<file path="src/rtl/uart_pkg.sv">
// Shared UART definitions: receiver state encoding, parity mode codes and
// oversampling constants common to the clock generator, receiver and
// transmitter.
package uart_pkg;

  typedef enum logic [2:0] {
    ST_IDLE,
    ST_START,
    ST_DATA,
    ST_PAR,
    ST_STOP
  } uart_state_e;

  localparam int unsigned PAR_NONE = 0;
  localparam int unsigned PAR_ODD  = 1;
  localparam int unsigned PAR_EVEN = 2;

  // Oversample ticks per bit and sample strobes per bit issued by the clkgen.
  localparam int unsigned UART_OVERSAMPLE = 16;
  localparam int unsigned UART_SAMPLES    = 3;

endpackage

</file>
<file path="src/rtl/uart_sync2.sv">
// Two-flop synchronizer for an asynchronous single-bit input.
// Ports:
//   i_clk  - destination clock
//   i_rst  - asynchronous active-high reset, both flops load RST_VAL
//   i_d    - asynchronous input
//   o_q    - synchronized output
module uart_sync2 #(
  parameter logic RST_VAL = 1'b1
) (
  input  logic i_clk,
  input  logic i_rst,
  input  logic i_d,
  output logic o_q
);

  logic meta;

  always_ff @(posedge i_clk or posedge i_rst) begin
    if (i_rst) begin
      meta <= RST_VAL;
      o_q  <= RST_VAL;
    end else begin
      meta <= i_d;
      o_q  <= meta;
    end
  end

endmodule

</file>
<file path="src/rtl/uart_rx.sv">
// UART receive framer. Detects the start edge, asks the clock generator to
// realign its oversample count, majority-votes three sample strobes per bit,
// assembles data LSB first, checks optional parity and the stop bit, and
// offers each good word on a valid/ready interface.
// Ports:
//   i_clk, i_rst   - clock, asynchronous active-high reset
//   i_rx           - asynchronous serial line, idle high
//   i_rxpulse      - sample strobe from the clock generator
//   o_rxsync       - one-cycle realignment request to the clock generator
//   o_data/o_valid - received word and its valid flag
//   i_ready        - consumer accepts the word when o_valid & i_ready
//   o_frame_err    - one-cycle pulse, stop bit voted 0
//   o_parity_err   - one-cycle pulse, parity mismatch
//   o_overrun      - one-cycle pulse, good word dropped while o_valid held
//   o_busy         - receiver is not idle
module uart_rx
  import uart_pkg::*;
#(
  parameter int unsigned DATA_BITS = 8,
  parameter int unsigned PARITY    = 0
) (
  input  logic                 i_clk,
  input  logic                 i_rst,
  input  logic                 i_rx,
  input  logic                 i_rxpulse,
  output logic                 o_rxsync,
  output logic [DATA_BITS-1:0] o_data,
  output logic                 o_valid,
  input  logic                 i_ready,
  output logic                 o_frame_err,
  output logic                 o_parity_err,
  output logic                 o_overrun,
  output logic                 o_busy
);

  localparam int unsigned IDX_W = (DATA_BITS > 1) ? $clog2(DATA_BITS) : 1;

  uart_state_e          state, state_n;
  logic                 rx_s, rx_prev;
  logic [1:0]           samp_cnt, samp_cnt_n, vote_cnt, vote_cnt_n;
  logic [IDX_W-1:0]     bit_idx, bit_idx_n;
  logic [DATA_BITS-1:0] shreg, shreg_n, data_n;
  logic                 par_bit, par_bit_n;
  logic                 sync_n, valid_n, ferr_n, perr_n, ovr_n;
  logic                 fall, take, decide, bit_val, par_x, par_bad;
  logic [2:0]           votes;

  uart_sync2 #(.RST_VAL(1'b1)) u_sync (
    .i_clk (i_clk),
    .i_rst (i_rst),
    .i_d   (i_rx),
    .o_q   (rx_s)
  );

  assign fall    = rx_prev & ~rx_s;
  // The strobe coinciding with o_rxsync belongs to the old count; drop it.
  assign take    = i_rxpulse & ~o_rxsync & (state != ST_IDLE);
  assign decide  = take & (samp_cnt == 2'(UART_SAMPLES - 1));
  assign votes   = {1'b0, vote_cnt} + {2'b00, rx_s};
  assign bit_val = (votes >= 3'd2);
  assign par_x   = (^shreg) ^ par_bit;

  always_comb begin
    par_bad = 1'b0;
    if (PARITY == PAR_ODD)       par_bad = ~par_x;
    else if (PARITY == PAR_EVEN) par_bad = par_x;
  end

  always_ff @(posedge i_clk or posedge i_rst) begin
    if (i_rst) begin
      state        <= ST_IDLE;
      rx_prev      <= 1'b1;
      samp_cnt     <= '0;
      vote_cnt     <= '0;
      bit_idx      <= '0;
      shreg        <= '0;
      par_bit      <= 1'b0;
      o_rxsync     <= 1'b0;
      o_data       <= '0;
      o_valid      <= 1'b0;
      o_frame_err  <= 1'b0;
      o_parity_err <= 1'b0;
      o_overrun    <= 1'b0;
      o_busy       <= 1'b0;
    end else begin
      state        <= state_n;
      rx_prev      <= rx_s;
      samp_cnt     <= samp_cnt_n;
      vote_cnt     <= vote_cnt_n;
      bit_idx      <= bit_idx_n;
      shreg        <= shreg_n;
      par_bit      <= par_bit_n;
      o_rxsync     <= sync_n;
      o_data       <= data_n;
      o_valid      <= valid_n;
      o_frame_err  <= ferr_n;
      o_parity_err <= perr_n;
      o_overrun    <= ovr_n;
      o_busy       <= (state_n != ST_IDLE);
    end
  end

  always_comb begin
    state_n    = state;
    samp_cnt_n = samp_cnt;
    vote_cnt_n = vote_cnt;
    bit_idx_n  = bit_idx;
    shreg_n    = shreg;
    par_bit_n  = par_bit;
    data_n     = o_data;
    valid_n    = o_valid & ~i_ready;
    sync_n     = 1'b0;
    ferr_n     = 1'b0;
    perr_n     = 1'b0;
    ovr_n      = 1'b0;

    if (take) begin
      if (decide) begin
        samp_cnt_n = '0;
        vote_cnt_n = '0;
      end else begin
        samp_cnt_n = samp_cnt + 2'd1;
        vote_cnt_n = vote_cnt + {1'b0, rx_s};
      end
    end

    case (state)
      ST_IDLE: begin
        if (fall) begin
          state_n    = ST_START;
          sync_n     = 1'b1;
          samp_cnt_n = '0;
          vote_cnt_n = '0;
        end
      end
      ST_START: begin
        if (decide) begin
          state_n   = bit_val ? ST_IDLE : ST_DATA;
          bit_idx_n = '0;
        end
      end
      ST_DATA: begin
        if (decide) begin
          shreg_n = {bit_val, shreg[DATA_BITS-1:1]};
          if (bit_idx == IDX_W'(DATA_BITS - 1))
            state_n = (PARITY != PAR_NONE) ? ST_PAR : ST_STOP;
          else
            bit_idx_n = bit_idx + 1'b1;
        end
      end
      ST_PAR: begin
        if (decide) begin
          par_bit_n = bit_val;
          state_n   = ST_STOP;
        end
      end
      ST_STOP: begin
        // Leave at the stop decision so a start edge half a bit early is caught.
        if (decide) begin
          state_n = ST_IDLE;
          ferr_n  = ~bit_val;
          perr_n  = par_bad;
          if (bit_val && !par_bad) begin
            // A word being accepted this cycle frees the slot: load wins.
            if (o_valid && !i_ready) begin
              ovr_n = 1'b1;
            end else begin
              data_n  = shreg;
              valid_n = 1'b1;
            end
          end
        end
      end
      default: state_n = ST_IDLE;
    endcase
  end

endmodule

</file>
<file path="config.mk">
export PLATFORM = sky130hd
export DESIGN_NAME = uart_rx
export DESIGN_NICKNAME = d
export VERILOG_FILES = /design/src/rtl/uart_pkg.sv /design/src/rtl/uart_sync2.sv /design/src/rtl/uart_rx.sv
export SDC_FILE = /design/constraint.sdc
export NUM_CORES = 1
export LEC_CHECK = 0
export ABC_AREA = 1
export CAP_MARGIN = 20
export CORE_MARGIN = 2
export CORE_UTILIZATION = 43
export DETAILED_ROUTE_END_ITERATION = 10
export HOLD_SLACK_MARGIN = 0.12
export RECOVER_POWER = 25
export SETUP_SLACK_MARGIN = 0.02
export SLEW_MARGIN = 20
export SYNTH_ARGS = -nofsm -noshare
export SYNTH_HDL_FRONTEND = slang
export SYNTH_HIERARCHICAL = 1
export SYNTH_SLANG_ARGS = --single-unit
</file>
<file path="constraint.sdc">
create_clock -name i_clk -period 2.1 [get_ports i_clk]
set_input_delay 0.21 -clock i_clk [delete_from_list [all_inputs] [get_ports i_clk]]
set_output_delay 0.21 -clock i_clk [all_outputs]
set_load 0.03 [all_outputs]
</file>
## Yosys cells after proc, flatten, opt, wreduce, memory -nomap -nowiden

Cells that the tools add are included.

| cells by class | value |
|---|---|
| $add $sub $neg | 4 |
| magnitude comparators | 1 |
| equality and inequality tests | 9 |
| mux-type cells | 32 |
| bitwise logic cells | 10 |
| reduce and logical (&&, ||, !) cells | 9 |

Operators with widths:

| cell | count |
|---|---|
| 3-bit 2-to-1 mux | 9 |
| 2-bit 2-to-1 mux | 9 |
| 3-bit case mux with 5 select lines | 1 |
| 1-bit 2-to-1 mux | 12 |
| 4-bit AND reduction | 2 |
| 3-bit by 2-bit == test with 1-bit output, second input constant | 2 |
| 3-bit == test, second input constant | 2 |
| 2-bit != test, second input constant | 3 |
| 3-bit case mux with 2 select lines | 1 |
| 3-bit nonzero test | 2 |
| 1-bit AND | 5 |
| 1-bit NOT | 5 |
| 2-bit by 1-bit adder with 3-bit output | 1 |
| 3-bit by 1-bit adder with 3-bit output, second input constant | 1 |
| 3-bit by 1-bit == test with 1-bit output, second input constant | 1 |
| 3-bit by 2-bit >= comparator with 1-bit output, second input constant | 1 |
| 3-bit zero test | 1 |
| 2-bit by 1-bit adder with 2-bit output | 1 |
| 2-bit by 1-bit adder with 2-bit output, second input constant | 1 |
| 2-bit == test, second input constant | 1 |
| 2-bit AND reduction | 1 |
| 2-bit nonzero test | 1 |
| 1-bit logical AND | 1 |
| 1-bit zero test | 1 |

| word-level totals | value |
|---|---|
| register bits after elaboration | 34 |
| output and inout port bits | 14 |

## Longest topological paths before layout

| logic depth | value |
|---|---|
| word-level depth | 8 |
| mapped depth | 11 |
| depth with buffers taken out | 10 |

## Modules after synthesis

Netlist, hierarchy kept.

By module, submodules not included:

| module | instances | cells each | area each (um^2) | seq. area each (um^2) |
|---|---|---|---|---|
| uart_rx | 1 | 159 | 1482.7 | 802.0 |
| uart_sync2 | 1 | 3 | 56.3 | 52.6 |

## Least setup slack after synthesis

OpenSTA, ideal clock, no wires.

| timing path | value |
|---|---|
| path type | reg2reg |
| start point | register u_sync.o_q |
| end point | register o_data[7] |
| library setup time | 0.119 ns |
| data arrival time | 1.667 ns |
| required time | 1.981 ns |
| setup slack | 0.314 ns |
| cell stages (with the launch flop) | 12 |
| path buffers | 1 |
| clock period less this slack | 1.786 ns |
| path through | dfstp_2 ha_1 inv_1 ha_1 nand2_1 nand2_1 nand2_1 nor2_4 nand2_4 buf_6 nand2_1 o21ai_2 |

| between the ends | value |
|---|---|
| word-level cells in the longest chain between the ends | 3 |

Ends and longest elaborated chain:

| what | line | source |
|---|---|---|
| start, declared | uart_sync2.sv:13 | `output logic o_q` |
| start signal, assigned | uart_sync2.sv:24 | `o_q <= meta;` |
| 2-bit by 1-bit adder with 3-bit output | uart_rx.sv:59 | `assign votes = {1'b0, vote_cnt} + {2'b00, rx_s};` |
| 3-bit by 2-bit >= comparator with 1-bit output | uart_rx.sv:60 | `assign bit_val = (votes >= 3'd2);` |
| 4-bit AND reduction (no source line) | n/a |  |
| end signal, assigned | uart_rx.sv:94 | `o_data <= data_n;` |
| end, declared | uart_rx.sv:27 | `output logic [DATA_BITS-1:0] o_data,` |

Every way passes these cells.
A chain may end at the register's enable or synchronous reset.

## Worst setup path after layout

Same ends and word-level chain as after synthesis.

==> impl_results.md <==
* Final Skew at 19.09 ps
* Fin crit period at 1905 ps
* Sequential-to-total area share from yosys stat at 55.53%
* Nets@finish at 194
* Stages on worst setup path at 10
* Pre-CTS setup slack at 203.3 ps
* Crit Path Class: reg -> reg
* Detail Placement HPWL at 1996 um
* Biggest cell delay along the critical path at 560 ps
* Fin cells at 231
* DR pass1 iterations at 4
* GRT busiest layer: met2
* Multi-input logic area at 553.0 um2
* Routed WL at 2711 um
* Clock Latency Late Sink at 350 ps
* Placed insts at 223
* Number of global-route vias before repair at 1145
* Synth Area per Inst at 9.500 um2
* Core area at 3390 um2
* Clock slew at reported path FFs at 100 ps
* Grt total ovfl at 0
* PostCTS Resize Cnt at 0
* Leakage at 0.8731 nW
* Max-cap viol count at 0
* Startpoint class of the critical path: flip-flop
* Bufs on Longest Clock Path at 2
* CP delay by family, top: simple AND/OR/NAND/NOR gates
* Core Rows at 21
* Die Height at 63.83 um
* Syn Inst Count at 162
* HP Class: in -> async
* Synth Net Count at 172
* Hold_buf cts at 0
* Setup crit end kind: flip-flop
* Die area at 4074 um2
* Fraction of layout cells with a size suffix above 1 at 15.68%
* Die W at 63.83 um
* H-tree depth at 2
* Final hold vios at 0
* Top cells by area, synth: dfrtp_1, nand2_1, inv_1
* First-pass GRT wire length at 4954 um
* # port buffers at 17
* Worst EP arrival at 2140 ps
* GRT Overall Usage at 15.79%
* Final setup viols at 0
* Cell mode on critical path: nand2_1
* Met3 global-route usage at 5.634%
* Unrepaired setup endpoints after global routing: no
* Worst vdd rail ir drop at 579.4 uV
* PD cells at 1266 nW/um2
* Drt wl/cell at 11.74 um
* F_max at 0.5250 GHz
* Cell variety after synth at 24
* CTS Buf Count at 5
* Yosys top cell by area: dfrtp_1
* Largest net degree at the start of global routing at 33
* DR DRC count at 0
* Root buffer cell: clkbuf_4
* Max-slew violation count at 0
* Synth Cell Area at 1539 um2
* Status: finished, final reports clean
* #FFs+latches synth at 34
* Register area at 854.6 um2
* Antenna-violating nets left at 0
* Layout area overhead at 17.32%
* Vias at 1086
* Starting DRT DRC Count at 75
* Data required time of the critical path at 2330 ps
* Setup ws final at 195.3 ps
* Period utilisation layout at 90.70%
* Top-area cell type share of the netlist area at 50.41%
* Final setup TNS at 0 ps
* Initial core utilization at 45.40%
* Synth warnings at 6
* Num Clock Sinks at 34
* I/O pin cnt at 19
* Relative slew slack at 48.53%
* Worst Path Max Fanout at 16
* Diodes inserted at 0
* Met2 Use GR at 26.82%
* Worst Reg-to-Reg Cells at 10
* Vias/cell at 4.701
* Number of fillers in the final layout at 316
* Critical path cell sequence: ha_1 > inv_1 > ha_1 > nand2_1 > nand2_1 > nand2_1 > nor2_4 > nand2_4 > nand2_1 > o21ai_2
* Placer Congestion at 0.8437
* RR Startpoint: u_sync/o_q
* CTS tree: done
* Met1 Usage GRT at 17.68%
* Crit-path slowest cell: dfstp_1
* R2R Path End: o_data[7]
* Initial antenna violation count at 0
* Number of buffers added for setup after CTS at 0
* Sum of buffers and inverters on the critical path at 1
* Worst-Margin Slew at 772.1 ps
* Flop2flop setup slack at 200 ps
[final cells by class]
type | instances | area share [%]
Clock buffer | 6 | 2.841
Clock inverter | 2 | 0.6930
Timing Repair Buffer | 18 | 9.702
Tap cell | 46 | 3.188
Sequential cell | 34 | 47.33
Inverter | 27 | 5.613
Multi-Input combinational cell | 98 | 30.63
[worst reg2reg max path, delay by kind of cell, from the launching register on]
kind	cells	cell delay (ps)
AO/OA/AOI/OAI	1	50
adder cells (fa/ha/maj)	2	480
buffers and inverters	1	50
flip-flops	1	560
AND/OR/NAND/NOR	6	650
[stage by stage]
stage                     power (mW)  cell area, um2  utilization [%]  hold slack, ps
after floorplan                1.663            1539                -           121.5
after detailed placement       1.915            1744            51.46           353.0
after global placement         1.874            1744            51.46           348.3
final                          2.286            1805            53.27           345.2
after CTS                      2.317            1808            53.34           206.2
after global routing           2.482            1805            53.27           366.1
[flip-flops by register name, indices dropped and copies added, names as in the netlist]
signal	cells
o_busy	1
state	3
vote_cnt	2
rx_prev	1
o_overrun	1
shreg	8
o_data	8
u_sync/meta	1
o_frame_err	1
u_sync/o_q	1
o_valid	1
bit_idx	3
o_rxsync	1
samp_cnt	2
[where the power goes]
| part | internal [mW] | leakage [nW] | switching (mW) |
|---|---|---|---|
| Sequential | 0.863 | 0.429 | 0.123 |
| Clock | 0.161 | 0.0343 | 0.229 |
| Combinational | 0.325 | 0.410 | 0.583 |
[per-layer routing]
metal,wire [um],vias to the layer above
met5,0,-
met4,72,0
met3,116,8
met2,1343,15
met1,1179,508
li1,-,555
[how the worst max path moves through the flow]
stage,endpoint,startpoint
6_report,o_data[7],u_sync/o_q
4_1_cts,o_data[7],u_sync/o_q
5_1_grt,o_data[2],u_sync/o_q
3_5_place_dp,o_data[3],u_sync/o_q
2_1_floorplan,o_data[7],u_sync/o_q
3_3_place_gp,o_data[7],u_sync/o_q
[synthesized netlist by cell type]
cell / instances
a211oi_1: 2
a21oi_1: 5
buf_4: 1
buf_6: 2
conb_1: 1
dfrtp_1: 31
dfstp_2: 3
ha_1: 5
inv_1: 26
inv_2: 1
nand2_1: 37
nand2_2: 2
nand2_4: 1
nand3_1: 8
nand3_4: 1
nand4_1: 2
nor2_1: 7
nor2_2: 2
nor2_4: 3
nor3_1: 3
o21ai_0: 9
o21ai_1: 1
o21ai_2: 8
or2_1: 1
[layout by cell type, fill, tap and decap left out, drive strengths merged]
cell	n
o21ai	18
clkbuf	7
clkinv	1
dlygate4sd3	2
nor2	12
ha	5
a21oi	5
dfrtp	31
nand2	40
nand4	2
nand3	9
a211oi	2
clkdlybuf4s50	15
or2	1
conb	1
nor3	3
clkinvlp	1
dfstp	3
inv	27
[cell families (layout without fill, tap and decap cells)]
group                    after synthesis  in the layout  share of synthesized area [%]
other                                  1              1                         0.2437
AO/OA/AOI/OAI                         25             25                          10.41
adder cells (fa/ha/maj)                5              5                          4.065
flip-flops                            34             34                          55.53
AND/OR/NAND/NOR                       67             67                          21.22
buffers and inverters                 30             53                          8.536
No activity file was read; power rests on OpenSTA's default activity.
==> edit (config.mk and constraints unchanged) <==
Put one more register stage on the output `o_rxsync`. The value now appears one clock later. The other outputs are not delayed to match. Comments in the files are not updated.
--- a/src/rtl/uart_rx.sv
+++ b/src/rtl/uart_rx.sv
@@ -37,2 +37,4 @@
 
+  logic o_rxsync_s0;
+
   uart_state_e          state, state_n;
@@ -56,3 +58,3 @@
   // The strobe coinciding with o_rxsync belongs to the old count; drop it.
-  assign take    = i_rxpulse & ~o_rxsync & (state != ST_IDLE);
+  assign take    = i_rxpulse & ~o_rxsync_s0 & (state != ST_IDLE);
   assign decide  = take & (samp_cnt == 2'(UART_SAMPLES - 1));
@@ -77,3 +79,3 @@
       par_bit      <= 1'b0;
-      o_rxsync     <= 1'b0;
+      o_rxsync_s0  <= 1'b0;
       o_data       <= '0;
@@ -92,3 +94,3 @@
       par_bit      <= par_bit_n;
-      o_rxsync     <= sync_n;
+      o_rxsync_s0  <= sync_n;
       o_data       <= data_n;
@@ -177,2 +179,6 @@
 
+  always_ff @(posedge i_clk) begin
+    o_rxsync <= o_rxsync_s0;
+  end
+
 endmodule
Function: changed (a bounded check fails within 4 cycles, from zero or initial values and one cycle with i_rst high).
==> edit against the original RTL <==
Core utilization is 0.84 points higher. Global-route usage is 0.071 points lower. Synthesized area is 1.3% higher. Routed wire length down 2.6%. Critical path depth unchanged. Combinational power fell by 0.7%. Hold slack lost 0.0075 ns. Final area increased by 2.4%. Clock power increased by 18%. Setup slack got worse by 0.0093 ns. Total power rose by 3.8%. Sequential cell count up 1. Critical endpoint is now o_data[6]$_DFFE_PP0P_. Largest power group unchanged.
==> edit: results (changes against the original RTL) <==
Critical path
  – Critical path's top delay family: simple AND/OR/NAND/NOR gates
  – Crit path largest cell delay: 0.58 ns (+0.02 ns)
  – Kind of critical path: flop to flop
  – Crit path DAT: 2.15 ns
  – Reg2reg start: u_sync/o_q$_DFF_PP1_
  – Worst-path maximum fanout: 16 (unchanged)
  – Critical path's slowest cell: dfstp_1

Clock tree
  – Clk buf depth: 2 (unchanged)
  – Root buf cell: clkbuf_4
  – H-tree Lvls: 2 (unchanged)
  – Worst-path clk slew: 0.10 ns (about the same)
  – CTS Buf Count: 5 (unchanged)
  – PostCTS Resize Cnt: 0 (unchanged)
  – Setup bufs post-CTS: 0 (unchanged)
  – Worst skew pair latency: 0.35 ns (about the same)

Global route
  – GRT Total Usage: 0.1572 (-0.0007127)
  – Grt ovf: 0 (unchanged)
  – Initial antenna violation count: 0 (unchanged)
  – First-pass GRT wire length: 4.899 mm (-1.1%)
  – Vias in the first global route: 1117 (-2.4%)
  – Largest net degree at the start of global routing: 20 (-39%)

Cells and area
  – Layout Cells excl Fill: 231 (unchanged)
  – Fraction of layout cells with a size suffix above 1: 0.1459 (-0.01081)
  – Number of inserted diodes: 0 (unchanged)
  – Fin nets: 195 (+0.52%)
  – Biggest regs: o_data x8, shreg x8

Routing
  – First DRT Iteration DRCs: 23 (-69%)
  – Vias per cell: 4.671 (-0.64%)
  – Drt first pass iters: 4 (unchanged)
  – Routed wire length: 2.641 mm (-2.6%)

Synth
  – Sequential-to-total area share from yosys stat: 0.5610 (+0.005711)
  – Syn nets: 173 (+0.58%)
  – Commonest cells in the netlist: nand2_1, dfrtp_1, inv_1
  – Post-Syn Instances: 163 (+0.62%)
  – Netlist cell types: 25 (+4.2%)
  – Yosys warns: 6 (unchanged)
  – Synth top area cells: dfrtp_1, nand2_1, inv_1
  – Synth Flop Type: dfrtp_1
  – Async S/R FF share, synth: 0.9714 (-0.02857)

Placement
  – Placed Cells: 224 (+0.45%)
  – IO buf count: 17 (unchanged)
  – DP HPWL: 1.939 mm (-2.9%)
  – Final GP Congestion: 0.7403 (-12%)

Power and ir drop
  – Net load switching power: 0.0009135 W (-2.4%)
  – Pleak: 0.8905 nW (+2.0%)
  – Max VDD drop: 538.7 µV (-7.0%)

Run status
  – Status: complete, no violations

Hold path
  – Worst hold path type: input pin to async pin

Timing
  – Slew @ Worst Pin: 0.6089 ns (-0.1632 ns)
  – Setup Skew: 0.01437 ns (-0.004724 ns)
==> edit: cell types whose count changed in the layout (fill, tap and decap cells not counted), sizes merged <==
cell      before  now
buf            0    1
bufinv         0    1
clkbuf         7    6
clkinv         1    0
clkinvlp       1    0
dfxtp          0    1
==> edit: cells by family (layout without fill, tap and decap cells) <==
| kind of cell | after synthesis | count (layout) | share of synthesized area |
|---|---|---|---|
| fa+ha+maj | 5 | 5 | 0.04013 |
| buf+inv | 30 | 52 | 0.08427 |
| simple gates | 67 | 67 | 0.2095 |
| compound gates | 25 | 25 | 0.1027 |
| other cells | 1 | 1 | 0.002405 |
| flops | 35 | 35 | 0.5610 |
==> edit: final timing paths <==
kind	to	slack (ns)	cells past startpoint
max	o_data[6]$_DFFE_PP0P_	0.19	10
min	u_sync/meta$_DFF_PP1_	0.34	2
max reg2reg	o_data[6]$_DFFE_PP0P_	0.19	10
min reg2reg	u_sync/o_q$_DFF_PP1_	0.38	0
max in group asynchronous	o_valid$_DFF_PP0_	1.20	3
min in group i_clk	u_sync/o_q$_DFF_PP1_	0.38	0
==> edit: layout make-up <==
class                      instances  area [µm²]
sequential                        35       874.6
clock inverter                     1       30.03
tap                               46       57.56
fill                             325        1568
inverter                          27       101.3
multi-input combinational         98       553.0
timing repair buffer              18       190.2
clock buffer                       6       41.29
==> edit: per-stage QoR <==
stage | power, W | cell area, µm² | utilization | setup slack [ns]
6_report | 0.002373 | 1848 | 0.5410 | 0.1860
5_1_grt | 0.002578 | 1848 | 0.5410 | 0.04268
4_1_cts | 0.002402 | 1848 | 0.5410 | 0.1937
3_5_place_dp | 0.001935 | 1777 | 0.5201 | 0.2163
3_3_place_gp | 0.001899 | 1777 | 0.5201 | 0.2830
2_1_floorplan | 0.001684 | 1559 | - | 0.3141
==> edit: routing by layer <==
| layer | part of all wire | vias up | track usage |
|---|---|---|---|
| met5 | 0 | - | 0 |
| li1 | - | 556 | - |
| met2 | 0.47 | 16 | 0.2500 |
| met1 | 0.47 | 502 | 0.1897 |
| met4 | 0.017 | 0 | 0.06383 |
| met3 | 0.038 | 5 | 0.06338 |
==> edit: power groups by stage <==
stage | registers, W | clock network [W] | logic, W
global route | 0.00104 | 0.000511 | 0.00103
CTS | 0.00101 | 0.000473 | 0.000915
finish | 0.00101 | 0.000459 | 0.000902
global placement | 0.00102 | 0 | 0.000883
floorplan | 0.00111 | 0 | 0.000577
detailed placement | 0.00103 | 0 | 0.000909
